--- config.mk ---
export PLATFORM = sky130hd
export DESIGN_NAME = ghost_move_sched
export DESIGN_NICKNAME = d
export VERILOG_FILES = /design/src/rtl/ghost_move_sched.sv
export SDC_FILE = /design/constraint.sdc
export NUM_CORES = 1
export LEC_CHECK = 0
export CAP_MARGIN = 10
export CORE_MARGIN = 2
export CORE_UTILIZATION = 51
export CTS_BUF_LIST = sky130_fd_sc_hd__clkbuf_8
export DETAILED_ROUTE_END_ITERATION = 10
export PLACE_DENSITY_LB_ADDON = 0.25
export REMOVE_ABC_BUFFERS = 1
export SLEW_MARGIN = 20
export SYNTH_ARGS = -nofsm -noshare
export SYNTH_HDL_FRONTEND = slang
export SYNTH_SLANG_ARGS = --single-unit
export TNS_END_PERCENT = 20
--- constraint.sdc ---
create_clock -name CLOCK_50 -period 2.79 [get_ports CLOCK_50]
set_clock_uncertainty 0.1 [all_clocks]
set_input_delay 0.837 -clock CLOCK_50 [delete_from_list [all_inputs] [get_ports CLOCK_50]]
set_output_delay 0.837 -clock CLOCK_50 [all_outputs]
set_load 0.005 [all_outputs]
--- src/rtl/ghost_move_sched.sv ---
// rtl/ghost_move_sched.sv - two-ghost greedy move scheduler driven by a latency-RD_LAT proximity map RAM
module ghost_move_sched #(
  parameter int RD_LAT = 2,
  parameter int G1_X0  = 16,
  parameter int G1_Y0  = 13,
  parameter int G2_X0  = 23,
  parameter int G2_Y0  = 13
) (
  input  logic       CLOCK_50,
  input  logic       reset,
  input  logic       tick,
  input  logic       map_ready,
  input  logic [7:0] rd_data,
  output logic [5:0] rdaddr_x,
  output logic [4:0] rdaddr_y,
  output logic [5:0] ghost1_x,
  output logic [4:0] ghost1_y,
  output logic [5:0] ghost2_x,
  output logic [4:0] ghost2_y,
  output logic [5:0] prev_ghost1_x,
  output logic [4:0] prev_ghost1_y,
  output logic [5:0] prev_ghost2_x,
  output logic [4:0] prev_ghost2_y,
  output logic       busy,
  output logic       done
);

  typedef enum logic [2:0] {
    S_IDLE,
    S_ISSUE,
    S_WAIT,
    S_EVAL,
    S_COMMIT,
    S_DONE
  } state_t;

  // Playfield is 40 columns by 30 rows; anything past these edges is a wall.
  localparam logic [5:0] X_MAX     = 6'd39;
  localparam logic [4:0] Y_MAX     = 5'd29;
  localparam bit         HAS_WAIT  = (RD_LAT > 1);
  localparam int         WAIT_CYC  = (RD_LAT > 1) ? (RD_LAT - 1) : 1;
  localparam logic [7:0] WAIT_LAST = 8'(WAIT_CYC - 1);
  // Cell values at or above this code mean trail, ghost or wall.
  localparam logic [7:0] BLOCK_MIN = 8'hFD;

  state_t     state_q, state_d;
  logic       pending_q, pending_d;
  logic       ghost_sel_q, ghost_sel_d;
  logic [1:0] dir_q, dir_d;
  logic [7:0] wait_cnt_q, wait_cnt_d;
  logic [5:0] rd_x_q, rd_x_d;
  logic [4:0] rd_y_q, rd_y_d;
  logic [5:0] cand_x_q, cand_x_d;
  logic [4:0] cand_y_q, cand_y_d;
  logic       off_q, off_d;
  logic       best_valid_q, best_valid_d;
  logic [7:0] best_val_q, best_val_d;
  logic [5:0] best_x_q, best_x_d;
  logic [4:0] best_y_q, best_y_d;
  logic [5:0] g1_x_q, g1_x_d, g2_x_q, g2_x_d;
  logic [4:0] g1_y_q, g1_y_d, g2_y_q, g2_y_d;
  logic [5:0] p1_x_q, p1_x_d, p2_x_q, p2_x_d;
  logic [4:0] p1_y_q, p1_y_d, p2_y_q, p2_y_d;

  // Which ghost/direction the next ISSUE slot will probe.
  logic       nxt_ghost;
  logic [1:0] nxt_dir;
  // Neighbour of that ghost in that direction, plus whether it is off-grid.
  logic [5:0] src_x, nb_x;
  logic [4:0] src_y, nb_y;
  logic       nb_off;
  // Value seen in EVAL and whether it qualifies as a candidate.
  logic [7:0] eval_val;
  logic       eval_ok;

  // Select the ghost/direction for the upcoming probe from the current state.
  always_comb begin
    nxt_ghost = 1'b0;
    nxt_dir   = 2'd0;
    if (state_q == S_EVAL) begin
      nxt_ghost = ghost_sel_q;
      nxt_dir   = dir_q + 2'd1;
    end else if (state_q == S_COMMIT) begin
      nxt_ghost = 1'b1;
    end
  end

  // Neighbour address; an off-grid neighbour keeps the ghost's own cell so the read never wraps.
  always_comb begin
    src_x  = nxt_ghost ? g2_x_q : g1_x_q;
    src_y  = nxt_ghost ? g2_y_q : g1_y_q;
    nb_x   = src_x;
    nb_y   = src_y;
    nb_off = 1'b0;
    case (nxt_dir)
      2'd0: begin
        if (src_y == 5'd0) nb_off = 1'b1;
        else               nb_y   = src_y - 5'd1;
      end
      2'd1: begin
        if (src_x == 6'd0) nb_off = 1'b1;
        else               nb_x   = src_x - 6'd1;
      end
      2'd2: begin
        if (src_y >= Y_MAX) nb_off = 1'b1;
        else                nb_y   = src_y + 5'd1;
      end
      default: begin
        if (src_x >= X_MAX) nb_off = 1'b1;
        else                nb_x   = src_x + 6'd1;
      end
    endcase
  end

  // Candidate qualification; ghost2 may not land on ghost1's freshly committed cell.
  always_comb begin
    eval_val = off_q ? 8'hFF : rd_data;
    eval_ok  = (eval_val < BLOCK_MIN) &&
               !(ghost_sel_q && (cand_x_q == g1_x_q) && (cand_y_q == g1_y_q));
  end

  // Next-state and datapath updates for the step sequencer.
  always_comb begin
    state_d      = state_q;
    pending_d    = pending_q;
    ghost_sel_d  = ghost_sel_q;
    dir_d        = dir_q;
    wait_cnt_d   = wait_cnt_q;
    rd_x_d       = rd_x_q;
    rd_y_d       = rd_y_q;
    cand_x_d     = cand_x_q;
    cand_y_d     = cand_y_q;
    off_d        = off_q;
    best_valid_d = best_valid_q;
    best_val_d   = best_val_q;
    best_x_d     = best_x_q;
    best_y_d     = best_y_q;
    g1_x_d       = g1_x_q;
    g1_y_d       = g1_y_q;
    g2_x_d       = g2_x_q;
    g2_y_d       = g2_y_q;
    p1_x_d       = p1_x_q;
    p1_y_d       = p1_y_q;
    p2_x_d       = p2_x_q;
    p2_y_d       = p2_y_q;

    case (state_q)
      S_IDLE: begin
        if (map_ready && (tick || pending_q)) begin
          state_d   = S_ISSUE;
          pending_d = 1'b0;
        end else if (tick && !map_ready) begin
          pending_d = 1'b1;
        end
      end
      S_ISSUE: begin
        wait_cnt_d = '0;
        state_d    = HAS_WAIT ? S_WAIT : S_EVAL;
      end
      S_WAIT: begin
        if (wait_cnt_q == WAIT_LAST) state_d = S_EVAL;
        else                         wait_cnt_d = wait_cnt_q + 8'd1;
      end
      S_EVAL: begin
        if (eval_ok && (!best_valid_q || (eval_val < best_val_q))) begin
          best_valid_d = 1'b1;
          best_val_d   = eval_val;
          best_x_d     = cand_x_q;
          best_y_d     = cand_y_q;
        end
        if (dir_q == 2'd3) state_d = S_COMMIT;
        else               state_d = S_ISSUE;
      end
      S_COMMIT: begin
        if (!ghost_sel_q) begin
          p1_x_d = g1_x_q;
          p1_y_d = g1_y_q;
          if (best_valid_q) begin
            g1_x_d = best_x_q;
            g1_y_d = best_y_q;
          end
          state_d = S_ISSUE;
        end else begin
          p2_x_d = g2_x_q;
          p2_y_d = g2_y_q;
          if (best_valid_q) begin
            g2_x_d = best_x_q;
            g2_y_d = best_y_q;
          end
          state_d = S_DONE;
        end
      end
      S_DONE: begin
        state_d = S_IDLE;
      end
      default: begin
        state_d = S_IDLE;
      end
    endcase

    // Every entry into ISSUE latches the probe address; direction 0 starts a fresh search.
    if (state_d == S_ISSUE) begin
      ghost_sel_d = nxt_ghost;
      dir_d       = nxt_dir;
      rd_x_d      = nb_x;
      rd_y_d      = nb_y;
      cand_x_d    = nb_x;
      cand_y_d    = nb_y;
      off_d       = nb_off;
      if (nxt_dir == 2'd0) best_valid_d = 1'b0;
    end
  end

  // State and datapath registers with synchronous active-low reset.
  always_ff @(posedge CLOCK_50) begin
    if (!reset) begin
      state_q      <= S_IDLE;
      pending_q    <= 1'b0;
      ghost_sel_q  <= 1'b0;
      dir_q        <= 2'd0;
      wait_cnt_q   <= '0;
      rd_x_q       <= '0;
      rd_y_q       <= '0;
      cand_x_q     <= '0;
      cand_y_q     <= '0;
      off_q        <= 1'b0;
      best_valid_q <= 1'b0;
      best_val_q   <= '0;
      best_x_q     <= '0;
      best_y_q     <= '0;
      g1_x_q       <= 6'(G1_X0);
      g1_y_q       <= 5'(G1_Y0);
      g2_x_q       <= 6'(G2_X0);
      g2_y_q       <= 5'(G2_Y0);
      p1_x_q       <= 6'(G1_X0);
      p1_y_q       <= 5'(G1_Y0);
      p2_x_q       <= 6'(G2_X0);
      p2_y_q       <= 5'(G2_Y0);
    end else begin
      state_q      <= state_d;
      pending_q    <= pending_d;
      ghost_sel_q  <= ghost_sel_d;
      dir_q        <= dir_d;
      wait_cnt_q   <= wait_cnt_d;
      rd_x_q       <= rd_x_d;
      rd_y_q       <= rd_y_d;
      cand_x_q     <= cand_x_d;
      cand_y_q     <= cand_y_d;
      off_q        <= off_d;
      best_valid_q <= best_valid_d;
      best_val_q   <= best_val_d;
      best_x_q     <= best_x_d;
      best_y_q     <= best_y_d;
      g1_x_q       <= g1_x_d;
      g1_y_q       <= g1_y_d;
      g2_x_q       <= g2_x_d;
      g2_y_q       <= g2_y_d;
      p1_x_q       <= p1_x_d;
      p1_y_q       <= p1_y_d;
      p2_x_q       <= p2_x_d;
      p2_y_q       <= p2_y_d;
    end
  end

  assign rdaddr_x      = rd_x_q;
  assign rdaddr_y      = rd_y_q;
  assign ghost1_x      = g1_x_q;
  assign ghost1_y      = g1_y_q;
  assign ghost2_x      = g2_x_q;
  assign ghost2_y      = g2_y_q;
  assign prev_ghost1_x = p1_x_q;
  assign prev_ghost1_y = p1_y_q;
  assign prev_ghost2_x = p2_x_q;
  assign prev_ghost2_y = p2_y_q;
  assign busy          = (state_q != S_IDLE);
  assign done          = (state_q == S_DONE);

endmodule
=== Word level (Yosys, flattened, before mapping) ===
Index checks and enable logic that the tools add are counted.

* Register bits: 91
* Input bits: 12
* Output and inout port bits: 57
* Logic and storage cells: 100

* Add/sub/neg operators: 6
* Order comparisons: 4
* Equality and inequality tests: 12
* Muxes and demuxes: 30
* Bitwise gates (word level): 1
* Reduce and logical (&&, ||, !) cells: 27

{| class="wikitable"
|+ Operators by type and width
! operator !! number
|-
| two-way mux 6 bit || 3
|-
| two-way mux 8 bit || 2
|-
| one-hot mux 8 bit (2 select lines) || 1
|-
| two-way mux 5 bit || 3
|-
| one-hot mux 3 bit (5 select lines) || 1
|-
| two-way mux 1 bit || 12
|-
| two-way mux 3 bit || 4
|-
| one-hot mux 6 bit (2 select lines) || 1
|-
| one-hot mux 5 bit (2 select lines) || 1
|-
| AND reduction 2 bit || 5
|-
| adder 8 x 1 -> 8 bit (second input constant) || 1
|-
| zero test 8 bit || 1
|-
| < comparator 8 bit || 1
|-
| < comparator 8 bit (second input constant) || 1
|-
| adder 6 x 1 -> 6 bit (second input constant) || 1
|-
| == test 3 x 1 -> 1 bit (second input constant) || 2
|-
| == test 3 x 2 -> 1 bit (second input constant) || 2
|-
| == test 3 bit (second input constant) || 2
|-
| == test 6 bit || 1
|-
| >= comparator 6 bit (second input constant) || 1
|-
| logical AND 1 bit || 6
|-
| zero test 6 bit || 1
|-
| AND reduction 3 bit || 2
|-
| subtractor 6 x 1 -> 6 bit (second input constant) || 1
|-
| other kinds (19) || 24
|}

=== Depth between registers and ports, before layout ===
* Depth in word-level cells: 10
* Gate-level depth with buffers: 12

=== Worst setup path before layout ===
Ideal clock, no wire load.

* Kind: register to register
* Start: register state_q[2]
* End: register cand_x_q[1]
* Library setup time: 0.126 ns
* Arrival: 2.760 ns
* Required time: 2.564 ns
* Slack: -0.197 ns
* Cell stages (with the launch flop): 13
* Buffers on the path: 2
* Period minus slack after synthesis: 2.987 ns
* Cell sequence: dfxtp_1 buf_6 or3b_4 nand2_2 buf_6 mux2_2 inv_1 ha_1 nor3b_1 o2111ai_2 mux2_2 a221oi_2 a31oi_1

* Cells in the longest elaborated chain, start to end: 7

{| class="wikitable"
|+ RTL lines
! element !! line !! RTL
|-
| start: declaration || 46 || <nowiki>state_t state_q, state_d;</nowiki>
|-
| start signal: assignment || 240 || <nowiki>state_q <= state_d;</nowiki>
|-
| == test 3 bit || 83, 147 ||
|-
| two-way mux 1 bit || 83 || <nowiki>end else if (state_q == S_COMMIT) begin</nowiki>
|-
| two-way mux 1 bit || 80 || <nowiki>if (state_q == S_EVAL) begin</nowiki>
|-
| two-way mux 6 bit || 90 || <nowiki>src_x = nxt_ghost ? g2_x_q : g1_x_q;</nowiki>
|-
| adder 6 x 1 -> 6 bit, or another cell as far along || 110 || <nowiki>else nb_x = src_x + 6'd1;</nowiki>
|-
| two-way mux 6 bit (on tied branches) || 109, 101 ||
|-
| one-hot mux 6 bit (2 select lines) || 95 || <nowiki>case (nxt_dir)</nowiki>
|-
| end signal: assignment || 247 || <nowiki>cand_x_q <= cand_x_d;</nowiki>
|-
| end: declaration || 53 || <nowiki>logic [5:0] cand_x_q, cand_x_d;</nowiki>
|}

Several ways; a longest one is shown, not always the timed one.
A chain may end at the register's enable or synchronous reset.

=== Final worst setup path ===
Ends and elaborated chain as after synthesis.

==> summary.txt <==
Run status
  • Status: finished clean

Setup path
  • Maximum fanout along the worst path: 4
  • Worst r2r src: state_q[2]$_SDFF_PN0_
  • Setup crit start: state_q[2]$_SDFF_PN0_
  • Worst Path Required: 2940 ps
  • WP data arrival: around 2900 ps
  • Crit end category: flip-flop
  • Startpoint types: flip-flop
  • Crit Path Class: flip-flop to flip-flop

Floorplan
  • Height of the die: ~100 um
  • Core footprint: about 9000 um^2
  • Initial cell density of the core: 0.531
  • Die area: approximately 10000 um^2
  • Die Width: 99.5 um
  • Number of I/O pins: between 60 and 70
  • FP Rows: 34

Layout
  • Multi-input logic area: 2770 um^2
  • P&R area growth vs syn: 32.8%
  • # fillers: between 700 and 800
  • Reg area: approximately 1800 um^2
  • Finished Layout Cells: 779
  • Fraction of layout cells with a size suffix above 1: 0.188
  • Nets: just under 700
  • Commonest non-fill, non-tap cell in the layout: dfxtp_1
  • Antenna diode count: 0
  • Most frequent cells in the layout: dfxtp_1, nand2_1, clkdlybuf4s50_1

Clock tree
  • CTS tree: done
  • Htree depth: 3
  • Worst-path clk slew: 100 ps
  • CTS Root Cell: clkbuf_8
  • Clock Latency Late Sink: 370 ps
  • Number of CTS-inserted buffers: 9
  • Sink Count: 91
  • CTS max path bufs: 2
  • Hold-fix buffers at CTS: 0

Placed design
  • Post-Place Cells: 752
  • Gpl congestion: 0.944
  • Port-buffer cells: 68
  • DP HPWL: just over 9000 um
  • Post-Place Worst Slack: -556 ps

STA
  • RSZ-0062 raised after global routing: yes
  • Final WS setup: 81.0 ps
  • Final hold vios: 0
  • Final setup violation count: 0
  • Fin crit share: 0.971
  • Worst-Margin Slew: 621 ps
  • Max frequency: ~0.37 GHz
  • Max Slew Vio Count: 0
  • Min Tclk post-route: about 2700 ps
  • Rel. slew slack: 0.582

Yosys
  • Async SR Flop Fraction: 0
  • Mux cell area share after synthesis: 0.0936
  • Sequential share of the synthesized area: 0.392
  • Syn Area/Cell: 8.31 um^2
  • Post-synthesis instance area: 4650 um^2
  • Xor/xnor share of the synthesized area: 0.0339
  • Post-synth EDFFs: 0
  • Synth Area in Simple Gates: 0.240
  • Complex-gate fraction of the synthesized area: 0.150
  • Syn Inst Count: 560
  • FF+latch count, synth: 91
  • Total number of yosys warnings: 0
  • Largest family of logic cells by synthesized area: simple AND/OR/NAND/NOR gates
  • Adder-cell share of the synthesized area: 0.0377
  • Most frequently used flop master after synthesis: dfxtp_1
  • Cell variety after synth: 63

Detailed routing
  • First-pass DRT Iterations: 4
  • Routed WL per cell: 17.2 um
  • Routed Antenna Nets: 0
  • Post-Route WL: 13400 um
  • Initial DRC Count: approximately 220
  • DRC: 0
  • Met2 routed WL: approximately 6500 um
  • Vias per cell: around 5.8
  • Met1 wire length: 5740 um
  • Routed vias: 4528
  • Top layer in use: met4
  • WL met3: 850 um

Power and ir drop
  • Worst IR drop on VDD: 0.259 mV
  • P per Cell Area: 426 nW/um^2
  • Static leakage: roughly 2.5 nW
  • Pwr Total: 2.63 mW

Hold path
  • Worst hold-check path type: flip-flop to flip-flop
  • Hold path start: prev_ghost1_x[1]$_SDFFE_PN0P_

Global route
  • First-pass GRT wire length: between 20000 and 25000 um
  • Largest net degree at the start of global routing: 52
  • Tot GR Track Use: 0.278
  • Initial antenna violation count: 0
  • GR Overflow Total: 0
  • Vias in the first global route: about 4300

Flow run
  • Max-cap violations: 0
-- critical path: stages, from the launching register on --
cell and delay [ps]:
dfxtp_2 360, or3b_4 410, nand2_4 110, mux2_4 320
inv_2 60, ha_2 180, nor3b_4 220, o2111ai_4 150
mux2_4 340, a221oi_2 220, a31oi_1 100
-- routing by layer --
layer	GRT usage	vias to the layer above
li1	-	2172
met1	0.364	2173
met2	0.461	163
met3	0.0471	20
met4	0.102	0
met5	0	-
-- worst paths after layout --
path / end / slack (ps) / cells after the start
setup / recovery: cand_x_q[1]$_SDFFE_PN0N_ / 80 / 10
hold / removal: prev_ghost1_x[1]$_SDFFE_PN0P_ / 360 / 2
setup reg to reg: cand_x_q[1]$_SDFFE_PN0N_ / 80 / 10
hold reg to reg: prev_ghost1_x[1]$_SDFFE_PN0P_ / 360 / 2
-- sequential cells by signal (all words and copies together), names as in the netlist, 2 cells and up --
name	cells
ghost1_x	6
cand_x_q	6
wait_cnt_q	8
prev_ghost1_x	6
best_val_q	8
ghost1_y	5
best_x_q	6
prev_ghost2_y	5
ghost2_x	6
cand_y_q	5
prev_ghost2_x	6
prev_ghost1_y	5
state_q	3
dir_q	2
ghost2_y	5
best_y_q	5
-- layout make-up --
type                       count  share of cell area
inverter                      23              0.0140
clock inverter                 7             0.00952
tap                          108              0.0219
multi-input combinational    417               0.449
clock buffer                   9              0.0201
timing repair buffer         124               0.190
sequential                    91               0.295
-- metrics by stage --
stage	setup TNS (ps)	cell area [um^2]	hold WS, ps	utilization
final	0	6180	364	0.705
after global routing	-144	6180	394	0.705
after CTS	0	6000	366	0.685
after detailed placement	-9830	5680	352	0.648
after global placement	-8460	5680	342	0.648
after floorplan	-23970	4490	340	-
-- what timing repair did --
| item | CTS | global route |
|---|---|---|
| resized for setup | 19 | 30 |
| hold endpoints to repair | 0 | 0 |
| buffers inserted | 2 | 7 |
| pin swaps | 5 | 11 |
| cloned | 2 | 0 |
| setup endpoints to repair | 22 | 54 |
-- cells by family (layout without fill, tap and decap cells) --
family,count (synthesis),in the layout
and+or+nand+nor,236,236
adders and majority gates,14,14
buffers and inverters,52,163
AOI/OAI and AO/OA,107,107
muxes,42,42
DFF,91,91
xor gates and xnor gates,18,18
-- cell usage after synthesis, drive strengths merged (5+ instances only) --
cell	number	area share
o21ai	27	0.029
nand3	40	0.044
a21oi	34	0.037
ha	14	0.038
nor3	8	0.0086
inv	22	0.018
xnor2	14	0.026
clkbuf	17	0.014
mux2	6	0.016
mux2i	36	0.077
nand4	5	0.0067
dfxtp	91	0.39
nand2	88	0.072
or2	10	0.013
a31oi	5	0.0067
a211oi	6	0.011
buf	12	0.022
nor2	52	0.042
o211ai	11	0.019
and3	6	0.0081
-- power by group --
group          total, mW  internal [mW]  switching [mW]  leakage [nW]
clock              0.867          0.338           0.529        0.0921
combinational      0.384          0.192           0.192          1.63
sequential          1.38           1.33          0.0464         0.737
total               2.63           1.86           0.767          2.46
Note: power is estimated with default switching activity, not from simulation.
